<file path="src/rtl/dsp_mac_sequencer.sv">
// Dot-product sequencer for a pipelined DSP MAC slice (MREG=1, PREG=1,
// OPMODEREG=1). Streams operand pairs into the slice, accumulates in P,
// waits for the pipeline to drain and presents the result.
//
// Handshakes: a transfer happens on every rising edge where valid and
// ready are both 1. The producer may hold valid low at any time. The
// consumer may hold ready low for as long as it likes, and the result
// stays stable meanwhile.
module dsp_mac_sequencer #(
  parameter int DATA_W = 18,
  parameter int P_W    = 48,
  parameter int LEN_W  = 8
) (
  input  logic              i_clk,
  input  logic              i_rst,
  input  logic              i_start,
  input  logic [LEN_W-1:0]  i_cfg_len,
  input  logic              i_cfg_sub,
  output logic              o_busy,
  output logic              o_err_len,
  input  logic              i_in_valid,
  output logic              o_in_ready,
  input  logic [DATA_W-1:0] i_in_a,
  input  logic [DATA_W-1:0] i_in_b,
  output logic [DATA_W-1:0] o_dsp_a,
  output logic [DATA_W-1:0] o_dsp_b,
  output logic [7:0]        o_dsp_opmode,
  output logic              o_dsp_cem,
  output logic              o_dsp_cep,
  input  logic [P_W-1:0]    i_dsp_p,
  output logic              o_res_valid,
  input  logic              i_res_ready,
  output logic [P_W-1:0]    o_res_data,
  output logic [1:0]        o_dbg_state
);

  typedef enum logic [1:0] {
    S_IDLE  = 2'd0,
    S_LOAD  = 2'd1,
    S_DRAIN = 2'd2,
    S_DONE  = 2'd3
  } state_t;

  state_t            r_state;
  state_t            w_state_next;
  logic [LEN_W-1:0]  r_len;
  logic [LEN_W-1:0]  r_cnt;
  logic              r_sub;
  logic              r_first;
  logic [1:0]        r_drain;
  logic              r_err_len;
  logic [DATA_W-1:0] r_dsp_a;
  logic [DATA_W-1:0] r_dsp_b;
  logic [7:0]        r_dsp_opmode;
  logic              r_dsp_cem;
  logic              r_dsp_cep;
  logic              r_res_valid;
  logic [P_W-1:0]    r_res_data;

  logic w_xfer;
  logic w_last;
  logic w_start_ok;
  logic w_start_err;
  logic w_drain_end;
  logic w_res_hs;

  assign w_xfer      = (r_state == S_LOAD) && i_in_valid;
  // r_cnt never exceeds r_len-1 while loading, so the increment cannot wrap
  assign w_last      = w_xfer && ((r_cnt + LEN_W'(1)) == r_len);
  assign w_start_ok  = (r_state == S_IDLE) && i_start && (i_cfg_len != '0);
  assign w_start_err = (r_state == S_IDLE) && i_start && (i_cfg_len == '0);
  // Third DRAIN cycle: P already holds the last product
  assign w_drain_end = (r_state == S_DRAIN) && (r_drain == 2'd2);
  assign w_res_hs    = (r_state == S_DONE) && i_res_ready;

  // Next-state logic
  always_comb begin
    w_state_next = r_state;
    case (r_state)
      S_IDLE:  if (w_start_ok)  w_state_next = S_LOAD;
      S_LOAD:  if (w_last)      w_state_next = S_DRAIN;
      S_DRAIN: if (w_drain_end) w_state_next = S_DONE;
      S_DONE:  if (w_res_hs)    w_state_next = S_IDLE;
      default:                  w_state_next = S_IDLE;
    endcase
  end

  // State register, configuration latch, DSP operand/control pipeline, result
  always_ff @(posedge i_clk) begin
    if (i_rst) begin
      r_state      <= S_IDLE;
      r_len        <= '0;
      r_cnt        <= '0;
      r_sub        <= 1'b0;
      r_first      <= 1'b0;
      r_drain      <= 2'd0;
      r_err_len    <= 1'b0;
      r_dsp_a      <= '0;
      r_dsp_b      <= '0;
      r_dsp_opmode <= 8'd0;
      r_dsp_cem    <= 1'b0;
      r_dsp_cep    <= 1'b0;
      r_res_valid  <= 1'b0;
      r_res_data   <= '0;
    end else begin
      r_state   <= w_state_next;
      r_err_len <= w_start_err;
      r_dsp_cem <= w_xfer;
      r_dsp_cep <= r_dsp_cem;
      if (w_start_ok) begin
        r_len   <= i_cfg_len;
        r_sub   <= i_cfg_sub;
        r_cnt   <= '0;
        r_first <= 1'b1;
      end
      if (w_xfer) begin
        r_dsp_a      <= i_in_a;
        r_dsp_b      <= i_in_b;
        // bit7 subtract, bit3 Z=P after the first pair, bits1:0 X=M
        r_dsp_opmode <= {r_sub, 3'b000, ~r_first, 3'b001};
        r_cnt        <= r_cnt + LEN_W'(1);
        r_first      <= 1'b0;
      end
      if (w_last) begin
        r_drain <= 2'd0;
      end else if (r_state == S_DRAIN) begin
        r_drain <= r_drain + 2'd1;
      end
      if (w_drain_end) begin
        r_res_data  <= i_dsp_p;
        r_res_valid <= 1'b1;
      end else if (w_res_hs) begin
        r_res_valid <= 1'b0;
      end
    end
  end

  assign o_busy       = (r_state != S_IDLE);
  assign o_in_ready   = (r_state == S_LOAD);
  assign o_err_len    = r_err_len;
  assign o_dsp_a      = r_dsp_a;
  assign o_dsp_b      = r_dsp_b;
  assign o_dsp_opmode = r_dsp_opmode;
  assign o_dsp_cem    = r_dsp_cem;
  assign o_dsp_cep    = r_dsp_cep;
  assign o_res_valid  = r_res_valid;
  assign o_res_data   = r_res_data;
  assign o_dbg_state  = r_state;

endmodule

</file>
<file path="config.mk">
export PLATFORM = sky130hd
export DESIGN_NAME = dsp_mac_sequencer
export DESIGN_NICKNAME = d
export VERILOG_FILES = /design/src/rtl/dsp_mac_sequencer.sv
export SDC_FILE = /design/constraint.sdc
export NUM_CORES = 1
export LEC_CHECK = 0
export CAP_MARGIN = 30
export CORE_UTILIZATION = 45
export DETAILED_ROUTE_END_ITERATION = 7
export GPL_TIMING_DRIVEN = 0
export PLACE_DENSITY_LB_ADDON = 0.2
export SETUP_SLACK_MARGIN = 0.2
export SLEW_MARGIN = 20
export SYNTH_ARGS = -nofsm -noshare
export SYNTH_HDL_FRONTEND = slang
export SYNTH_SLANG_ARGS = --single-unit
</file>
<file path="constraint.sdc">
create_clock -name i_clk -period 3.4 [get_ports i_clk]
set_clock_uncertainty 0.05 [all_clocks]
set_input_delay 0.85 -clock i_clk [delete_from_list [all_inputs] [get_ports i_clk]]
set_output_delay 0.85 -clock i_clk [all_outputs]
set_load 0.005 [all_outputs]
</file>
==> out/metrics.yaml <==
yosysMostFrequentCell: "nand2_1"
critical-path-slowest-cell: "clkdlybuf4s50_1"
port_buffers: 191
drt-total-wl_mm: 13.1
cp-start-kind: "flop"
cap_violations: 0
yosysTopAreaCell: "dfxtp_1"
grt_pass1_wl_mm: 20.6
end_kind: "output port"
first_pass_iters: 4
max_slew_margin_pct: 55.0
critPathMostFrequentCell: "inv_1"
ys_top_cells_by_count: "nand2_1, dfxtp_1, a21oi_1, clkbuf_1, nor2_1"
required_ns: 2.50
root_buffer: "clkbuf_8"
dpl.hpwl_mm: 9.60
vdd_drop_max_mv: 0.423
cts-htree-levels: 4
leakage_nw: 2.56
vias: 4517
initial_core_util_pct: 47.2
slowest_delay_ns: 0.50
clock_latency_ns: 0.49
synth.avg_cell_area_um2: 8.08
clockBufferDepth: 2
io-pin-count: 198
status: "finished clean"
rrSetupSlack_ns: 1.11
fillCellCount: 712
synth_flop_cell: "dfxtp_1"
ys_seq_elements: 113
fin_crit_ns: 2.83
cts_tree: "built"
tightest_slew_ns: 0.672
yosysSeqAreaShare_pct: 50.9
ys_top_cells_by_area: "dfxtp_1, nand2_1, a21oi_1"
synth-edff-count: 0
max_freq_mhz: 354
power_density_mw_per_mm2: 577
cts_setup_buffers: 0
viasPerCell: 4.99
core_mm2: 0.00942
timing.final.hold_violations: 0
areaGrowthSynthToFinish_pct: 60.1
slew_viol_final: 0
grt_max_degree: 17
hold_buffers: 0
tns_ns: 0
netlist_area_mm2: 0.00444
worstPathMaxFanout: 8
path_clk_slew_ns: 0.06
drive_gt1_share_pct: 6.69
ant_nets: 0
fp.dieH_um: 101
antenna_found_initial: 0
cts_resized: 0
globalRouteOverflowTotal: 0
fin_crit_sh_pct: 83.2
grt_pass1_vias: 4323
cp_cell_sequence: "inv_1, ha_1, buf_6, inv_1, clkdlybuf4s50_1"
avgRoutedWirePerCell_um: 14.5
hold_class: "flop to flop"
dieArea_mm2: 0.0103
synth_cell_type_count: 45
cts_buffers: 17
first_iter_violations: 207
num_rows: 35
antennaDiodeCount: 0
track_usage_pct: 25.9
synth.yosys.warnings: 0
fin_util_pct: 75.6
finalSetupViolCount: 0
cp.arrival_ns: 1.93
rsz0062_at_grt: "false"
layout.nets: 869
async_flop_share_pct: 0
cts_sinks: 113
synth_top_area_share_pct: 50.9
worstSetupPathType: "flop to output port"
place.gp.congestion: 0.854
die_w_um: 101
drcViolationCount: 0
synthCells: 550
## final cells by class
type                    instances  area, um2  area share, %
well taps                     129        161           2.27
multi-input cells             387       1920           27.0
clock buffers                  19        422           5.93
flip-flops and latches        113       2260           31.8
inverters                       9       33.8          0.475
repair buffers                191       1910           26.9
plain buffers                  45        240           3.38
clock inverters                13        161           2.27
## flip-flops by register name (all words and copies together), names as in the netlist
name and flops:
r_sub 1, r_len 8, o_dsp_cem 1, r_cnt 8
r_drain 2, o_res_valid 1, o_dsp_cep 1, o_dbg_state 2
o_dsp_b 18, o_res_data 48, o_dsp_a 18, r_first 1
o_dsp_opmode 3, o_err_len 1
## placed cells by master, fill, tap and decap left out, drive strengths merged, types with 2 or more instances in the layout
cell type and instances:
a211oi 2, a21oi 97, a31oi 4, a32oi 3, and2 4, and4 2
buf 18, bufinv 3, clkbuf 46, clkdlybuf4s50 191, clkinv 5, clkinvlp 4
conb 5, dfxtp 113, ha 7, inv 10, mux2i 6, nand2 177
nand3 9, nor2 24, nor2b 3, nor3 5, nor4 2, o21a 2
o21ai 9, o41ai 2, or3 4, xnor2 5, xor2 3
## worst max-delay path: cells and delay by family, from the launching register on
| family | cells | cell delay [ns] |
|---|---|---|
| flip-flops | 1 | 0.40 |
| buffers and inverters | 4 | 0.81 |
| adder cells (fa/ha/maj) | 1 | 0.23 |
## worst paths after layout
kind | from | to | depth (start not counted)
min | o_dsp_a[8]$_SDFFE_PP0P_ | o_dsp_a[8]$_SDFFE_PP0P_ | 2
max reg2reg | o_dbg_state[0]$_SDFFE_PP0P_ | o_res_data[40]$_SDFFE_PP0P_ | 8
max | o_dbg_state[0]$_SDFFE_PP0P_ | o_busy | 5
min reg2reg | o_dsp_a[8]$_SDFFE_PP0P_ | o_dsp_a[8]$_SDFFE_PP0P_ | 2
## where the power goes
part / total, W / leakage (nW) / switching (W) / internal, W
combinational: 0.000867 / 1.37 / 0.000421 / 0.000445
sequential: 0.00151 / 0.915 / 0.0000739 / 0.00144
clock: 0.00173 / 0.274 / 0.000617 / 0.00112
total: 0.00411 / 2.56 / 0.00111 / 0.00300
## metrics by stage
| step | std cells | hold slack [ns] | cell area [um2] | power (W) | setup WS, ns |
|---|---|---|---|---|---|
| 5_1_grt | 906 | 0.417 | 7120 | 0.00429 | 0.479 |
| 3_5_place_dp | 874 | 0.395 | 6530 | 0.00239 | 0.622 |
| 6_report | 906 | 0.403 | 7120 | 0.00411 | 0.573 |
| 3_3_place_gp | 874 | 0.391 | 6530 | 0.00236 | 0.652 |
| 4_1_cts | 906 | 0.404 | 7120 | 0.00413 | 0.576 |
| 2_1_floorplan | 554 | 0.382 | 4460 | 0.00197 | 1.41 |
## metal layers
metal | routed length [um] | track usage (%)
met1 | 5410 | 29.9
met2 | 6450 | 45.2
met3 | 1050 | 7.66
met4 | 220 | 9.70
met5 | 0 | 0
## logic make-up after synthesis
| group | Yosys count | synth area share (%) |
|---|---|---|
| multiplexers | 6 | 1.35 |
| XOR/XNOR | 8 | 1.58 |
| other | 1 | 0.0844 |
| AO/OA/AOI/OAI | 126 | 16.2 |
| flip-flops | 113 | 50.9 |
| buffers and inverters | 54 | 6.17 |
| AND/OR/NAND/NOR | 235 | 21.8 |
| adder cells (fa/ha/maj) | 7 | 1.97 |
(Power assumes the default switching activity.)
